--- config.mk ---
export PLATFORM = sky130hd
export DESIGN_NAME = rrp_mac
export DESIGN_NICKNAME = d
export VERILOG_FILES = /design/src/rtl/rrp_mac.sv
export SDC_FILE = /design/constraint.sdc
export NUM_CORES = 2
export LEC_CHECK = 0
export CAP_MARGIN = 10
export CORE_ASPECT_RATIO = 1.2
export CORE_MARGIN = 2
export CORE_UTILIZATION = 49
export CTS_CLUSTER_DIAMETER = 30
export DETAILED_ROUTE_END_ITERATION = 10
export SKIP_CTS_REPAIR_TIMING = 1
export SYNTH_ARGS = -nofsm -noshare
export SYNTH_HDL_FRONTEND = slang
export SYNTH_SLANG_ARGS = --single-unit
--- constraint.sdc ---
create_clock -name clock -period 27.4 [get_ports clock]
set_input_delay 2.74 -clock clock [delete_from_list [all_inputs] [get_ports clock]]
set_output_delay 2.74 -clock clock [all_outputs]
set_load 0.02 [all_outputs]
--- src/rtl/rrp_mac.sv ---
`default_nettype none
// ============================================================================
// rrp_mac -- pipelined signed-digit multiply-accumulate, carry-free datapath.
// Revision: 1.0
// ============================================================================
module rrp_mac #(
    parameter  int RADIX = 4,
    parameter  int WIDTH = 8,
    parameter  int GUARD = 4,
    parameter  int CNT_W = 8,
    localparam int D     = $clog2(RADIX) + 1,
    localparam int ACC_N = 2*WIDTH + 1 + GUARD
) (
    input  logic                 clock,
    input  logic                 resetn,
    input  logic                 hold,
    input  logic                 in_valid,
    input  logic                 acc_clear,
    input  logic                 mode,
    input  logic [D*WIDTH-1:0]   x_in,
    input  logic [D*WIDTH-1:0]   y_in,
    output logic                 out_valid,
    output logic [D*ACC_N-1:0]   acc_out,
    output logic [CNT_W-1:0]     acc_count
);

    localparam int LR = $clog2(RADIX);
    localparam int SW = D + 2;
    localparam int PW = 2 * D;

    typedef logic signed [SW-1:0] sum_t;
    typedef logic signed [PW-1:0] prod_t;
    typedef logic [D*ACC_N-1:0]   vec_t;

    localparam sum_t C_R   = sum_t'(RADIX);
    localparam sum_t C_RM1 = sum_t'(RADIX - 1);
    localparam sum_t C_ONE = sum_t'(1);

    // Two-step carry-free add. The transfer polarity out of digit i-1 is known
    // from the sign of its raw sum, so digit i picks an interim range that can
    // absorb it. The top digit keeps its raw sum so no transfer is ever dropped.
    function automatic vec_t sd_add(input vec_t a, input vec_t b);
        sum_t s [ACC_N];
        sum_t w [ACC_N];
        sum_t c [ACC_N];
        logic ng [ACC_N];
        sum_t z;
        vec_t r;
        r     = '0;
        c[0]  = '0;
        ng[0] = 1'b0;
        for (int i = 0; i < ACC_N; i++) begin
            s[i] = sum_t'($signed(a[i*D +: D])) + sum_t'($signed(b[i*D +: D]));
        end
        for (int i = 1; i < ACC_N; i++) begin
            ng[i] = s[i-1][SW-1];
        end
        for (int i = 0; i < ACC_N - 1; i++) begin
            w[i]   = s[i];
            c[i+1] = '0;
            if (s[i] >= (ng[i] ? C_R : C_RM1)) begin
                w[i]   = s[i] - C_R;
                c[i+1] = C_ONE;
            end else if (s[i] <= (ng[i] ? -C_RM1 : -C_R)) begin
                w[i]   = s[i] + C_R;
                c[i+1] = -C_ONE;
            end
        end
        w[ACC_N-1] = s[ACC_N-1];
        for (int i = 0; i < ACC_N; i++) begin
            z = w[i] + c[i];
            if (z > C_RM1) begin
                z = C_RM1;
            end else if (z < -C_RM1) begin
                z = -C_RM1;
            end
            r[i*D +: D] = D'(z);
        end
        return r;
    endfunction

    // Each digit product splits into a legal low digit [0,R-1] and high digit.
    function automatic vec_t pp_row(input logic [D*WIDTH-1:0] x, input logic [D-1:0] yd,
                                    input int j, input logic hi);
        prod_t p;
        vec_t  r;
        r = '0;
        for (int i = 0; i < WIDTH; i++) begin
            p = prod_t'($signed(x[i*D +: D])) * prod_t'($signed(yd));
            if (hi) begin
                r[(i+j+1)*D +: D] = D'(p >>> LR);
            end else begin
                r[(i+j)*D +: D] = {1'b0, p[LR-1:0]};
            end
        end
        return r;
    endfunction

    logic [D*WIDTH-1:0] x_q [WIDTH];
    logic [D*WIDTH-1:0] y_q [WIDTH];
    logic               v_q [WIDTH+3];
    logic               clr_q [WIDTH+2];
    logic               mode_q [WIDTH+2];
    vec_t               sl_q [1:WIDTH];
    vec_t               sh_q [1:WIDTH];
    vec_t               sl_d [1:WIDTH];
    vec_t               sh_d [1:WIDTH];
    vec_t               prod_q, prod_d;
    vec_t               acc_q, acc_d;
    logic [CNT_W-1:0]   cnt_q;

    always_comb begin
        sl_d[1] = pp_row(x_q[0], y_q[0][0 +: D], 0, 1'b0);
        sh_d[1] = pp_row(x_q[0], y_q[0][0 +: D], 0, 1'b1);
        for (int k = 2; k <= WIDTH; k++) begin
            sl_d[k] = sd_add(sl_q[k-1], pp_row(x_q[k-1], y_q[k-1][(k-1)*D +: D], k-1, 1'b0));
            sh_d[k] = sd_add(sh_q[k-1], pp_row(x_q[k-1], y_q[k-1][(k-1)*D +: D], k-1, 1'b1));
        end
        prod_d = sd_add(sl_q[WIDTH], sh_q[WIDTH]);
        acc_d  = sd_add(acc_q, prod_q);
    end

    always_ff @(posedge clock) begin
        if (!resetn) begin
            for (int k = 0; k < WIDTH; k++) begin
                x_q[k] <= '0;
                y_q[k] <= '0;
            end
            for (int k = 0; k < WIDTH + 3; k++) begin
                v_q[k] <= 1'b0;
            end
            for (int k = 0; k < WIDTH + 2; k++) begin
                clr_q[k]  <= 1'b0;
                mode_q[k] <= 1'b0;
            end
            for (int k = 1; k <= WIDTH; k++) begin
                sl_q[k] <= '0;
                sh_q[k] <= '0;
            end
            prod_q    <= '0;
            acc_q     <= '0;
            cnt_q     <= '0;
            out_valid <= 1'b0;
            acc_out   <= '0;
            acc_count <= '0;
        end else if (!hold) begin
            x_q[0]    <= x_in;
            y_q[0]    <= y_in;
            v_q[0]    <= in_valid;
            clr_q[0]  <= acc_clear;
            mode_q[0] <= mode;
            for (int k = 1; k < WIDTH; k++) begin
                x_q[k] <= x_q[k-1];
                y_q[k] <= y_q[k-1];
            end
            for (int k = 1; k < WIDTH + 2; k++) begin
                clr_q[k]  <= clr_q[k-1];
                mode_q[k] <= mode_q[k-1];
            end
            for (int k = 1; k < WIDTH + 3; k++) begin
                v_q[k] <= v_q[k-1];
            end
            for (int k = 1; k <= WIDTH; k++) begin
                sl_q[k] <= sl_d[k];
                sh_q[k] <= sh_d[k];
            end
            prod_q <= prod_d;
            if (v_q[WIDTH+1]) begin
                if (!mode_q[WIDTH+1] || clr_q[WIDTH+1]) begin
                    acc_q <= prod_q;
                    cnt_q <= CNT_W'(1);
                end else begin
                    acc_q <= acc_d;
                    if (cnt_q != '1) begin
                        cnt_q <= cnt_q + CNT_W'(1);
                    end
                end
            end
            // Output register holds its value across bubbles.
            out_valid <= v_q[WIDTH+2];
            if (v_q[WIDTH+2]) begin
                acc_out   <= acc_q;
                acc_count <= cnt_q;
            end
        end
    end

endmodule
`default_nettype wire

# Word level (Yosys, flattened, before mapping)
# Memories as Yosys holds them, arrays and structs flattened.
# Cells that the tools add are included.
[totals] ram_bits=1423 elab_cells=5205 mem_count=7 ff_bits=206 output_inout_bits=72 input_bits=54
[classes] add_sub_neg=1115 muxes=2630 multipliers=64 order_cmp=1312 bitwise=64 n_reduce_logical=6 eq_ne=1
[mem_list] name="sh_q" depth=8 width=63 read_ports=8 rd_clocked_by_memory_dff=0 wr=8 line="105" text="vec_t sh_q [1:WIDTH];"
[mem_list] name="sl_q" depth=8 width=63 read_ports=8 rd_clocked_by_memory_dff=0 wr=8 line="104" text="vec_t sl_q [1:WIDTH];"
[mem_list] name="x_q" depth=8 width=24 read_ports=8 rd_clocked_by_memory_dff=0 wr=8 line="99" text="logic [D*WIDTH-1:0] x_q [WIDTH];"
[mem_list] name="y_q" depth=8 width=24 read_ports=8 rd_clocked_by_memory_dff=0 wr=8 line="100" text="logic [D*WIDTH-1:0] y_q [WIDTH];"
[mem_list] name="v_q" depth=11 width=1 read_ports=11 rd_clocked_by_memory_dff=0 wr=11 line="101" text="logic v_q [WIDTH+3];"
[mem_list] name="clr_q" depth=10 width=1 read_ports=10 rd_clocked_by_memory_dff=0 wr=10 line="102" text="logic clr_q [WIDTH+2];"
[mem_list] name="+1 memories"
[op_table] operator="5-bit two-way mux" n=1280
[op_table] operator="3-bit two-way mux" n=976
[op_table] operator="5-bit by 3-bit > comparator with 1-bit output (second input constant)" n=336
[op_table] operator="5-bit by 3-bit < comparator with 1-bit output (second input constant)" n=336
[op_table] operator="5-bit adder" n=304
[op_table] operator="63-bit two-way mux" n=17
[op_table] operator="3-bit by 4-bit adder with 5-bit output (second input constant)" n=168
[op_table] operator="3-bit by 4-bit subtractor with 5-bit output (second input constant)" n=168
[op_table] operator="4-bit by 4-bit adder with 5-bit output (second input constant)" n=152
[op_table] operator="4-bit by 4-bit subtractor with 5-bit output (second input constant)" n=152
[op_table] operator="3-bit by 3-bit adder with 4-bit output" n=154
[op_table] operator="3-bit by 4-bit greater-or-equal comparator with 1-bit output" n=154
[op_table] operator="4-bit greater-or-equal comparator" n=150
[op_table] operator="4-bit by 3-bit less-or-equal comparator with 1-bit output" n=150
[op_table] operator="3-bit less-or-equal comparator" n=154
[op_table] operator="24-bit two-way mux" n=16
[op_table] operator="1-bit two-way mux" n=339
[op_table] operator="3-bit by 3-bit multiplier with 5-bit output" n=64
[op_table] operator="3-bit by 5-bit adder with 5-bit output" n=14
[op_table] operator="1-bit OR" n=63
[op_table] operator="3-bit greater-or-equal comparator (second input constant)" n=14
[op_table] operator="3-bit less-or-equal comparator (second input constant)" n=14
[op_table] operator="8-bit two-way mux" n=2
[op_table] operator="4-bit by 5-bit adder with 5-bit output" n=2
[op_table] operator="other kinds (10)" n=13

# Longest topological paths before layout
# An unclocked memory read counts as a cell.
[logic_depth] depth_word=12 depth_mapped=31 depth_no_buf=30

# Worst setup path before layout
# OpenSTA, ideal clock, no wires.
[synth_timing] kind="input port to flip-flop" start="input port resetn" end="memory clr_q[9] (enable)" required_time_ns=26.196 setup_slack_ns=6.166 setup_time_ns=1.204 n_path_buf=3 cell_stages=5 arrival_ns=20.029 path_cell_list="clkbuf_1 > and2_1 > clkbuf_1 > clkbuf_1 > inv_1"
[synth_lines] item="start: declaration" line="15" text="input logic resetn,"
[synth_lines] item="end: declaration" line="102"

==> results.txt <==
----------------------------------------------------
[Status]
  Status ... completed

[Floorplan]
  Core Region ... 269000 sq um
  Overall die area ... 274000 sq um
  Die height ... about 570 um
  Placement Rows ... roughly 210
  Die extent in x ... approximately 480 um
  Number of I/O pins ... roughly 130
  Initial core utilization ... 0.491

[Detailed routing]
  Post-DR vias/cell ... 5.18
  Wirelength per Cell ... roughly 14 um
  Total wirelength of the detailed-routed design ... ~260000 um
  Count of TritonRoute iterations in the first routing pass ... 8
  DRC violation total after the first TritonRoute iteration ... between 3000 and 4000
  Count of vias placed by the detailed router ... roughly 98000
  Final routed DRC violation total ... 0
  Post-detailed-route count of antenna-violating nets ... 0

[Cells and area]
  Area of the multi-input gates ... 93900 sq um
  Layout fillers ... about 25000
  Growth of design area from synthesis to finish ... 11.2%
  Fraction of layout instances using a drive strength above 1 ... 0.0504
  Final net count ... 18100
  Combined flip-flop and latch cell area ... a little over 30000 sq um

[Clocking]
  Number of sinks driven by the clock tree ... 1092
  Clock transition at the registers of the reported paths ... ~0.040 ns
  Depth of the CTS H-tree ... 5
  Clock tree from TritonCTS ... done
  Clock Tree Buf Depth ... 4
  Clock insertion delay at the later pin of the skew report ... about 0.85 ns
  Number of buffers added by the clock tree synthesis step ... approximately 280
  Clock Tree Root ... sky130_fd_sc_hd__clkbuf_16

[Setup path]
  Signal arrival time at the worst endpoint ... a little under 8 ns
  Reg2reg end ... sh_q[0][138]
  Maximum fanout along the worst path ... 13
  Worst setup path category ... register to register
  Startpoint of the lowest-slack register-to-register path ... y_q[0][29]
  Worst Path Required ... ~28 ns
  CP endpoint kind ... register
  Worst reg-to-reg path cell count ... 27
  Worst reg-to-reg setup slack ... ~20 ns
  CP startpoint kind ... register

[Min path]
  Number of cells traversed by the worst hold path ... 2
  Terminating pin of the worst hold path ... acc_out[58]
  Type of the most critical hold path ... register to register
  HP Start ... acc_out[58]

[Yosys]
  Most used flip-flop cell after synthesis ... sky130_fd_sc_hd__edfxtp_1
  Total of flip-flops plus latches after synthesis ... 1092
  Synthesized Nets ... 17900
  Number of warnings reported in the yosys synthesis log ... 0
  Post-Synthesis Mean Instance Area ... slightly below 9 sq um
  Distinct cell type count after synthesis ... approximately 110
  Dominant cells by area after synthesis ... sky130_fd_sc_hd__ha_1, sky130_fd_sc_hd__edfxtp_1, sky130_fd_sc_hd__fa_1
  Share of async-settable or async-resettable flops after synthesis ... 0
  Sequential share of the synthesized area ... 0.231
  Fraction of synthesized cell area taken by the top area cell type ... 0.234
  Synth top cells by count ... sky130_fd_sc_hd__ha_1, sky130_fd_sc_hd__inv_1, sky130_fd_sc_hd__a21oi_1
  Cell area after technology mapping ... 132000 sq um
  Most numerous cell in the Yosys netlist ... sky130_fd_sc_hd__ha_1
  Post-synthesis cell count ... between 10000 and 15000
  Number of synthesized flops with an enable pin ... ~870
  Library cell with the largest summed area after synthesis ... sky130_fd_sc_hd__ha_1

[STA]
  Total negative slack for setup checks ... 0 ns
  Transition at the pin with the smallest max-transition slack ... between 1 and 1.5 ns
  Unrepaired setup endpoints after global routing ... false
  Final Critical Period ... approximately 7.3 ns
  Fmax ... 138 MHz
  Smallest hold slack ... approximately 0.45 ns
  Portion of the clock cycle consumed by the worst path in the final layout ... 0.265
  Slew headroom ... 0.271
  Slew Limit Fails ... 0
  Final Hold Fails ... 0
  Final Setup Violations ... 0
  Clock Skew ... between 0.06 and 0.07 ns

[Global route]
  Number of antenna violations at the first check in global routing ... 4
  First-pass GRT wire length ... between 400000 and 500000 um
  Number of global-route vias before repair ... slightly below 100k
  Remaining global-route overflow ... 0
  Pin count of the biggest net entering global routing ... 200
  Total routing usage reported by global routing ... 0.193

[Placement]
  Post-detailed-placement half-perimeter wirelength ... 208000 um
  Final weighted congestion in routability-driven placement ... just over 0.8
  Total of buffers placed on input and output ports ... between 100 and 150

[Flow run]
  Count of max-cap constraint violations ... 0

----------------------------------------------------
## layout make-up
cell class / count / area share
inverter: 1861 / 0.0476
sequential: 1092 / 0.208
clock buffer: 323 / 0.0498
timing repair buffer: 185 / 0.0119
tap: 3587 / 0.0305
antenna: 3 / 0.0000510
multi-input combinational: 11700 / 0.638
clock inverter: 180 / 0.0145
## worst max-delay path, cell delays in order, from the launching register on
cell	delay [ns]
sky130_fd_sc_hd__edfxtp_1	0.68
sky130_fd_sc_hd__buf_4	0.31
sky130_fd_sc_hd__nand2b_1	0.10
sky130_fd_sc_hd__fa_1	0.48
sky130_fd_sc_hd__fa_1	0.40
sky130_fd_sc_hd__inv_1	0.06
sky130_fd_sc_hd__ha_1	0.15
sky130_fd_sc_hd__xnor2_1	0.13
sky130_fd_sc_hd__xnor2_1	0.15
sky130_fd_sc_hd__xnor2_1	0.17
sky130_fd_sc_hd__ha_1	0.29
sky130_fd_sc_hd__a31oi_1	0.24
sky130_fd_sc_hd__mux2i_1	0.54
sky130_fd_sc_hd__inv_1	0.18
sky130_fd_sc_hd__ha_1	0.25
sky130_fd_sc_hd__a21oi_1	0.13
sky130_fd_sc_hd__mux2_2	0.15
sky130_fd_sc_hd__o21ai_0	0.10
sky130_fd_sc_hd__a21oi_1	0.36
sky130_fd_sc_hd__nor2_1	0.23
sky130_fd_sc_hd__fa_1	0.50
sky130_fd_sc_hd__a21o_1	0.18
sky130_fd_sc_hd__a21oi_1	0.16
sky130_fd_sc_hd__xor2_1	0.19
sky130_fd_sc_hd__xnor2_1	0.15
sky130_fd_sc_hd__or3b_2	0.48
sky130_fd_sc_hd__a21oi_1	0.17
sky130_fd_sc_hd__nor2_1	0.05
## state kept, by name, summed over array words and instances, names as in the netlist
register and count:
sh_q 290, sl_q 275, x_q 192, y_q 108, acc_out 63, acc_q 63, prod_q 53, v_q 11
clr_q 10, mode_q 10, acc_count 8, cnt_q 8, out_valid 1
## metrics by stage
step | util | worst slack, ns | instance area, sq um | cells
2_1_floorplan | - | 6.17 | 132000 | 14900
3_3_place_gp | 0.511 | 19.82 | 138000 | 18400
3_5_place_dp | 0.511 | 19.78 | 138000 | 18400
4_1_cts | 0.546 | 20.12 | 147000 | 18900
5_1_grt | 0.546 | 19.52 | 147000 | 18900
6_report | 0.546 | 20.15 | 147000 | 18900
## cells by family (layout without fill, tap and decap cells)
kind of cell | Yosys count | count (layout) | synth area share
AOI/OAI and AO/OA | 3247 | 3247 | 0.151
adders and majority gates | 2976 | 2976 | 0.310
muxes | 390 | 390 | 0.0302
xor gates and xnor gates | 1110 | 1110 | 0.0743
buffers and inverters | 2130 | 2549 | 0.0605
and+or+nand+nor | 3958 | 3958 | 0.143
other | 1 | 4 | 0.0000283
DFF | 1092 | 1092 | 0.231
## routing by layer
layer	up-vias	GRT usage	wire length, um
li1	51600	-	-
met1	45100	0.222	114000
met2	896	0.372	138000
met3	436	0.0220	6370
met4	0	0.0521	6540
met5	-	0	0
## layout by cell type, fill, tap and decap left out, drive strengths merged, types with 44 or more instances in the layout
cell	n
a21o	374
and2	606
nand3	115
ha	2472
a21boi	79
or2	70
o221ai	97
fa	504
nand2b	316
a31oi	137
nand3b	50
xor2	266
o211ai	45
clkinv	98
buf	62
and3	66
inv	1878
dfxtp	223
nand2	1328
nor2	1028
mux2	53
o21bai	45
nor2b	93
or3	76
and3b	45
o21ai	639
clkdlybuf4s50	123
a211oi	74
a21oi	1355
xnor2	840
mux2i	337
a2111oi	44
edfxtp	869
nor3	69
clkbuf	323
## how the worst max path moves through the flow
stage	from	endpoint
floorplan	resetn	clr_q[9]
global placement	resetn	sl_q[0][152]
detailed placement	resetn	sh_q[0][89]
CTS	y_q[1][67]	sh_q[0][480]
global route	y_q[1][67]	sh_q[0][480]
finish	y_q[0][29]	sh_q[0][138]
Power is left out: the tool's default activity adds up to more than one toggle a clock period on the data nets, which glitch-free logic cannot reach.
